<file path="src/rtl/pn_token_sink.sv">
// Token sink: takes one upstream token per TAKE cycle into a bounded holding
// count, releases tokens downstream on a valid/ready handshake.
module pn_token_sink #(
   parameter int DEPTH = 4,
   parameter int CNT_W = 16
) (
   input  logic             clk,
   input  logic             rst,
   input  logic             en,
   input  logic             tok_in,
   output logic             tok_take,
   output logic             dn_valid,
   input  logic             dn_ready,
   output logic [7:0]       occupancy,
   output logic             full,
   output logic [CNT_W-1:0] tok_count
);

   typedef enum logic {IDLE, TAKE} state_t;

   localparam logic [7:0]       DEPTH_V = 8'(DEPTH);
   localparam logic [CNT_W-1:0] CNT_ONE = {{(CNT_W-1){1'b0}}, 1'b1};

   state_t           state_reg, state_next;
   logic [7:0]       occ_reg, occ_next;
   logic [CNT_W-1:0] count_reg, count_next;
   logic             push, pop;

   assign pop  = dn_valid & dn_ready;
   assign push = (state_reg == TAKE);

   // A take may start into a full store only when a slot frees at the same edge.
   always_comb begin
      state_next = state_reg;
      case (state_reg)
         IDLE: if (tok_in && en && ((occ_reg < DEPTH_V) || pop)) state_next = TAKE;
         TAKE: state_next = IDLE;
         default: state_next = IDLE;
      endcase
   end

   always_comb begin
      occ_next   = occ_reg;
      count_next = count_reg;
      case ({push, pop})
         2'b10:   occ_next = occ_reg + 8'd1;
         2'b01:   occ_next = occ_reg - 8'd1;
         default: occ_next = occ_reg;
      endcase
      if (push) count_next = count_reg + CNT_ONE;
   end

   always_ff @(posedge clk or posedge rst) begin
      if (rst) begin
         state_reg <= IDLE;
         occ_reg   <= 8'd0;
         count_reg <= '0;
      end else begin
         state_reg <= state_next;
         occ_reg   <= occ_next;
         count_reg <= count_next;
      end
   end

   assign tok_take  = (state_reg == TAKE);
   assign occupancy = occ_reg;
   assign dn_valid  = (occ_reg != 8'd0);
   assign full      = (occ_reg == DEPTH_V);
   assign tok_count = count_reg;

endmodule
</file>
<file path="config.mk">
export PLATFORM = sky130hd
export DESIGN_NAME = pn_token_sink
export DESIGN_NICKNAME = d
export VERILOG_FILES = /design/src/rtl/pn_token_sink.sv
export SDC_FILE = /design/constraint.sdc
export NUM_CORES = 1
export LEC_CHECK = 0
export BUFFER_PORTS_ARGS = -buffer_cell sky130_fd_sc_hd__buf_2
export CAP_MARGIN = 20
export CORE_ASPECT_RATIO = 1.25
export CORE_MARGIN = 4
export CORE_UTILIZATION = 48
export CTS_CLUSTER_DIAMETER = 30
export CTS_CLUSTER_SIZE = 8
export DETAILED_ROUTE_END_ITERATION = 8
export GPL_ROUTABILITY_DRIVEN = 1
export PLACE_DENSITY_LB_ADDON = 0.2
export SYNTH_ARGS = -nofsm -noshare
export SYNTH_HDL_FRONTEND = slang
export SYNTH_SLANG_ARGS = --single-unit
</file>
<file path="constraint.sdc">
create_clock -name clk -period 2.4 [get_ports clk]
set_input_delay 0.48 -clock clk [delete_from_list [all_inputs] [get_ports clk]]
set_output_delay 0.48 -clock clk [all_outputs]
set_load 0.005 [all_outputs]
</file>
Yosys cells after proc, flatten, opt, wreduce, memory -nomap -nowiden
Index checks and enable logic that the tools add are counted.
{"block": "totals", "reg_bits": 25, "elab_cells": 20, "in_bits": 5, "out_inout_bits": 27}
{"block": "classes", "eq_ne": 3, "magnitude_cmp": 1, "bitwise_logic": 2, "add_sub_neg": 3, "n_mux": 3, "n_reduce_logical": 5}
{"cell": "adder 16 x 1 -> 16 bit, second input constant", "n": 1}
{"cell": "one-hot mux 8 bit (2 select lines)", "n": 1}
{"cell": "adder 8 x 1 -> 8 bit, second input constant", "n": 1}
{"cell": "== test 8 x 3 -> 1 bit, second input constant", "n": 1}
{"cell": "< comparator 8 x 3 -> 1 bit, second input constant", "n": 1}
{"cell": "nonzero test 8 bit", "n": 1}
{"cell": "subtractor 8 x 1 -> 8 bit, second input constant", "n": 1}
{"cell": "== test 2 x 1 -> 1 bit, second input constant", "n": 1}
{"cell": "== test 2 bit, second input constant", "n": 1}
{"cell": "logical AND 1 bit", "n": 2}
{"cell": "one-hot mux 1 bit (2 select lines)", "n": 1}
{"cell": "nonzero test 2 bit", "n": 1}
{"cell": "bitwise AND 1 bit", "n": 1}
{"cell": "logical OR 1 bit", "n": 1}
{"cell": "two-way mux 1 bit", "n": 1}
{"cell": "inverter 1 bit", "n": 1}

Depth between registers and ports, before layout
{"block": "depth", "ltp_word": 6, "depth_mapped": 13, "mapped_depth_nobuf": 13}

Least setup slack after synthesis
OpenSTA, ideal clock, no wires.
{"block": "synth_timing", "path_type": "register to register", "start": "reg occ_reg[3] (netlist: occupancy[3])", "end": "reg occ_reg[7] (netlist: occupancy[7])", "setup_time_ns": 0.122, "setup_slack_ns": -0.195, "arrival_time_ns": 2.474, "path_stages_with_launch": 13, "synth_period_minus_slack_ns": 2.595, "n_path_buf": 0, "required_ns": 2.278, "cell_sequence": "dfrtp_1 > nor3_1 > nand2_1 > nor2_1 > nand2_1 > and2_1 > ha_1 > ha_1 > a211oi_2 > nor2_1 > a221oi_2 > xnor2_1 > a32o_1"}
{"block": "synth_via", "elab_chain_len": 4, "word_cells_on_any_way": 8, "cone_classes": "2 x add/sub; 2 x eq/ne; 1 x mux; 1 x bitwise; 2 x reduce/logical"}
{"item": "start, declared", "line": "25", "text": "logic [7:0] occ_reg, occ_next;"}
{"item": "start signal, assigned", "line": "60", "text": "occ_reg <= occ_next;"}
{"item": "nonzero test 8 bit *", "line": "67", "text": "assign dn_valid = (occ_reg != 8'd0);"}
{"item": "net dn_valid", "line": "12", "text": "output logic dn_valid,"}
{"item": "bitwise AND 1 bit *", "line": "29", "text": "assign pop = dn_valid & dn_ready;"}
{"item": "== test 2 x 1 -> 1 bit / == test 2 bit (equally long branches)", "line": "45", "text": "case ({push, pop})"}
{"item": "one-hot mux 8 bit (2 select lines) / nonzero test 2 bit (equally long branches)"}
The timed path passes the listed nets; every way through them passes the cells marked *.
A chain may end at the register's enable or synchronous reset.

Worst setup path in the final report
{"block": "layout_timing", "start": "reg occ_reg[5] (netlist: occupancy[5])", "end": "reg occ_reg[7] (netlist: occupancy[7])"}
{"block": "layout_via", "elab_chain_len": 4, "word_cells_on_any_way": 8, "cone_classes": "2 x add/sub; 2 x eq/ne; 1 x mux; 1 x bitwise; 2 x reduce/logical"}
{"item": "branches (longest 4 deep; another with subtractor 8 x 1 -> 8 bit)"}
Parallel ways; which one is timed is not known.

==> out/metrics.cfg <==
[outcome]
status = finished, violations left
violations = setup timing

[timing]
layout_setup_ws_ns = -0.1088
period_needed_ns = 2.509
timing.final.crit_share_pct = 104.5
rsz0062_at_grt = true
slew_viol_final = 0
setup_violations = 2
timing.fmax_mhz = 398.6
worst_slew_pin_slew_ns = 0.3050
relSlewSlack_pct = 79.67
hold_violations = 0
finClkSkew_ns = 0.001957

[global_routing]
antenna_found_initial = 0
grt_start_max_net_pins = 26
gr-total-overflow = 0
grt_pass1_wl_um = 5106
first_global_vias = 1228
grtUsageTotal_pct = 16.53

[floorplanning]
ios = 32
die_area_mm2 = 0.003836
die-height_um = 68.25
core_mm2 = 0.002733
start_util_pct = 51.01
num_rows = 21
dieWidth_um = 56.20

[flow_run]
drv_cap = 0

[clock_tree]
cts_sinks = 25
cts_tree = yes
cts_buffers = 3
cts-root-buf = clkbuf_4
max-clock-path-buffers = 2
insertion_delay_ns = 0.31
cts_htree_levels = 1
clk_pin_slew_worst_paths_ns = 0.13

[synthesis]
seq_area_frac_synth_pct = 44.88
ys_async_sr_fraction_pct = 100.0
yosysTopAreaCell = dfrtp_1
synth_seq_cells = 25
yosysUniqueCellTypes = 39
synth_edf_count = 0
ys.flop_type = dfrtp_1
synth.most_common_cell = dfrtp_1
avgSynthCellArea_um2 = 10.17
synthCells = 137
yosys_warnings = 0
syn-cell-area_mm2 = 0.001394
synth.area.top_cells = dfrtp_1 45%, ha_1 7.2%, xnor2_1 6.9%
netlist.area_leader.share_pct = 44.88
synth.net_count = 151
synth_commonest_cells = 25 x dfrtp_1, 16 x nor2_1, 15 x nand2_1

[placed_design]
place_congestion = 0.7620
dp_hpwl_um = 2309
dp_slack_ns = -0.1650
dpl.cell_count = 215
io_buffers = 31

[pwr]
p_total_w = 0.001933
p_leak_nw = 0.9136
p_per_area_mw_per_mm2 = 1054
peakVddDrop_v = 0.0007164

[route]
wl_per_cell_um = 13.46
routed_via_density = 5.180
drc = 0
dr.first_iter.drc_count = 27
postRouteAntennaNets = 0
wl_um = 2988
drtPass1Iterations = 4
vias = 1150

[setup_path]
critPathCaptureType = flop
crit_required_ns = 2.62
crit_fanout = 8
critical_path_class = reg2reg
worstSetupStartpointType = flop
arrival_ns = 2.73

[min_path]
worstHoldPathType = in2async

[cells_and_area]
syn2layout_area_growth_pct = 31.51
diodes = 0
instances_no_fill = 222
final_nets = 203
drive_gt1_share_pct = 39.89
fillCellCount = 219

-- power by group --
group | internal (W) | leakage, nW | switching (W)
Combinational | 0.000582 | 0.570 | 0.000532
Clock | 0.0000624 | 0.0177 | 0.000124
Sequential | 0.000527 | 0.326 | 0.000105
Total | 0.00117 | 0.914 | 0.000762
-- final cells by class --
cell class	instances	area, um^2	share of cell area (%)
multi-input cells	105	832.0	45.39
repair buffers	48	282.8	15.43
clock buffers	3	22.52	1.229
well taps	34	42.54	2.321
flip-flops and latches	25	625.6	34.13
clock inverters	1	5.005	0.2730
inverters	6	22.52	1.229
-- sequential cells by signal, summed over array words and instances (netlist names) --
signal     cells
tok_take       1
tok_count     16
occupancy      8
-- timing repair --
| action | 4_1_cts | 5_1_grt |
|---|---|---|
| resized for setup | 5 | 5 |
| buffers inserted | 2 | 1 |
| pin swaps | 3 | 2 |
| hold buffers | 0 | 0 |
| endpoints found under the setup margin | 2 | 4 |
| cloned | 0 | 0 |
-- through the flow --
stage          hold slack, ns  area, um^2  util, %  setup TNS [ns]
3_5_place_dp           0.4580        1739    63.64         -0.1991
5_1_grt                0.2205        1833    67.08         -0.5352
4_1_cts                0.1802        1803    65.98        -0.06082
6_report               0.1779        1833    67.08         -0.1516
3_3_place_gp           0.4514        1739    63.64        -0.01150
2_1_floorplan          0.4647        1440        -        -0.01445
-- placed cells by master, fill, tap and decap left out, types with 2 or more instances in the layout --
| cell | instances |
|---|---|
| a21oi_2 | 2 |
| ha_1 | 4 |
| buf_2 | 31 |
| nor2_2 | 3 |
| clkbuf_4 | 3 |
| a21o_1 | 2 |
| dfrtp_1 | 25 |
| nor2_1 | 14 |
| nand2_1 | 15 |
| inv_1 | 6 |
| xnor2_1 | 11 |
| ha_4 | 3 |
| o21ai_2 | 2 |
| buf_4 | 17 |
| o21ai_0 | 3 |
| xor2_1 | 8 |
| nand4_1 | 4 |
| nand2b_1 | 2 |
| mux2i_1 | 3 |
-- worst paths after layout --
kind                            depth (start not counted)  slack (ns)             to          start
worst max-delay path                                   12       -0.11   occupancy[7]   occupancy[5]
worst max register to register                         12       -0.11   occupancy[7]   occupancy[5]
worst min register to register                          1        0.47  tok_count[15]  tok_count[15]
worst min-delay path                                    3        0.18   occupancy[0]            rst
max in group asynchronous                               3        1.99   tok_count[4]            rst
min in group clk                                        2        0.40       tok_take         tok_in
-- worst max-delay path, cell delays in order, from the launching register on --
cell and delay [ns]:
dfrtp_1 0.43, nor3_2 0.20, nand2_1 0.11, nor2_2 0.10, nand2_1 0.07, and2_4 0.16, ha_4 0.20, ha_4 0.23
a211oi_4 0.23, nor2_2 0.10, a221oi_2 0.27, xnor2_1 0.10, a32o_1 0.21
-- layer usage --
| layer | wire length (um) | global-route usage, % | part of all wire [%] |
|---|---|---|---|
| met3 | 84 | 1.887 | 2.8 |
| met5 | 0 | 0 | 0 |
| met1 | 1303 | 18.65 | 44 |
| met2 | 1571 | 31.87 | 53 |
| met4 | 28 | 6.528 | 0.94 |
-- logic make-up (layout without fill, tap and decap cells) --
logic type	count (synthesis)	count (layout)	synth area share, %
and+or+nand+nor	50	50	17.42
DFF	25	25	44.88
AOI/OAI and AO/OA	23	23	12.30
xor gates and xnor gates	19	19	11.94
adders and majority gates	9	9	8.618
buffers and inverters	7	58	1.885
muxes	4	4	2.962
Power figures use the tool's default switching activity.
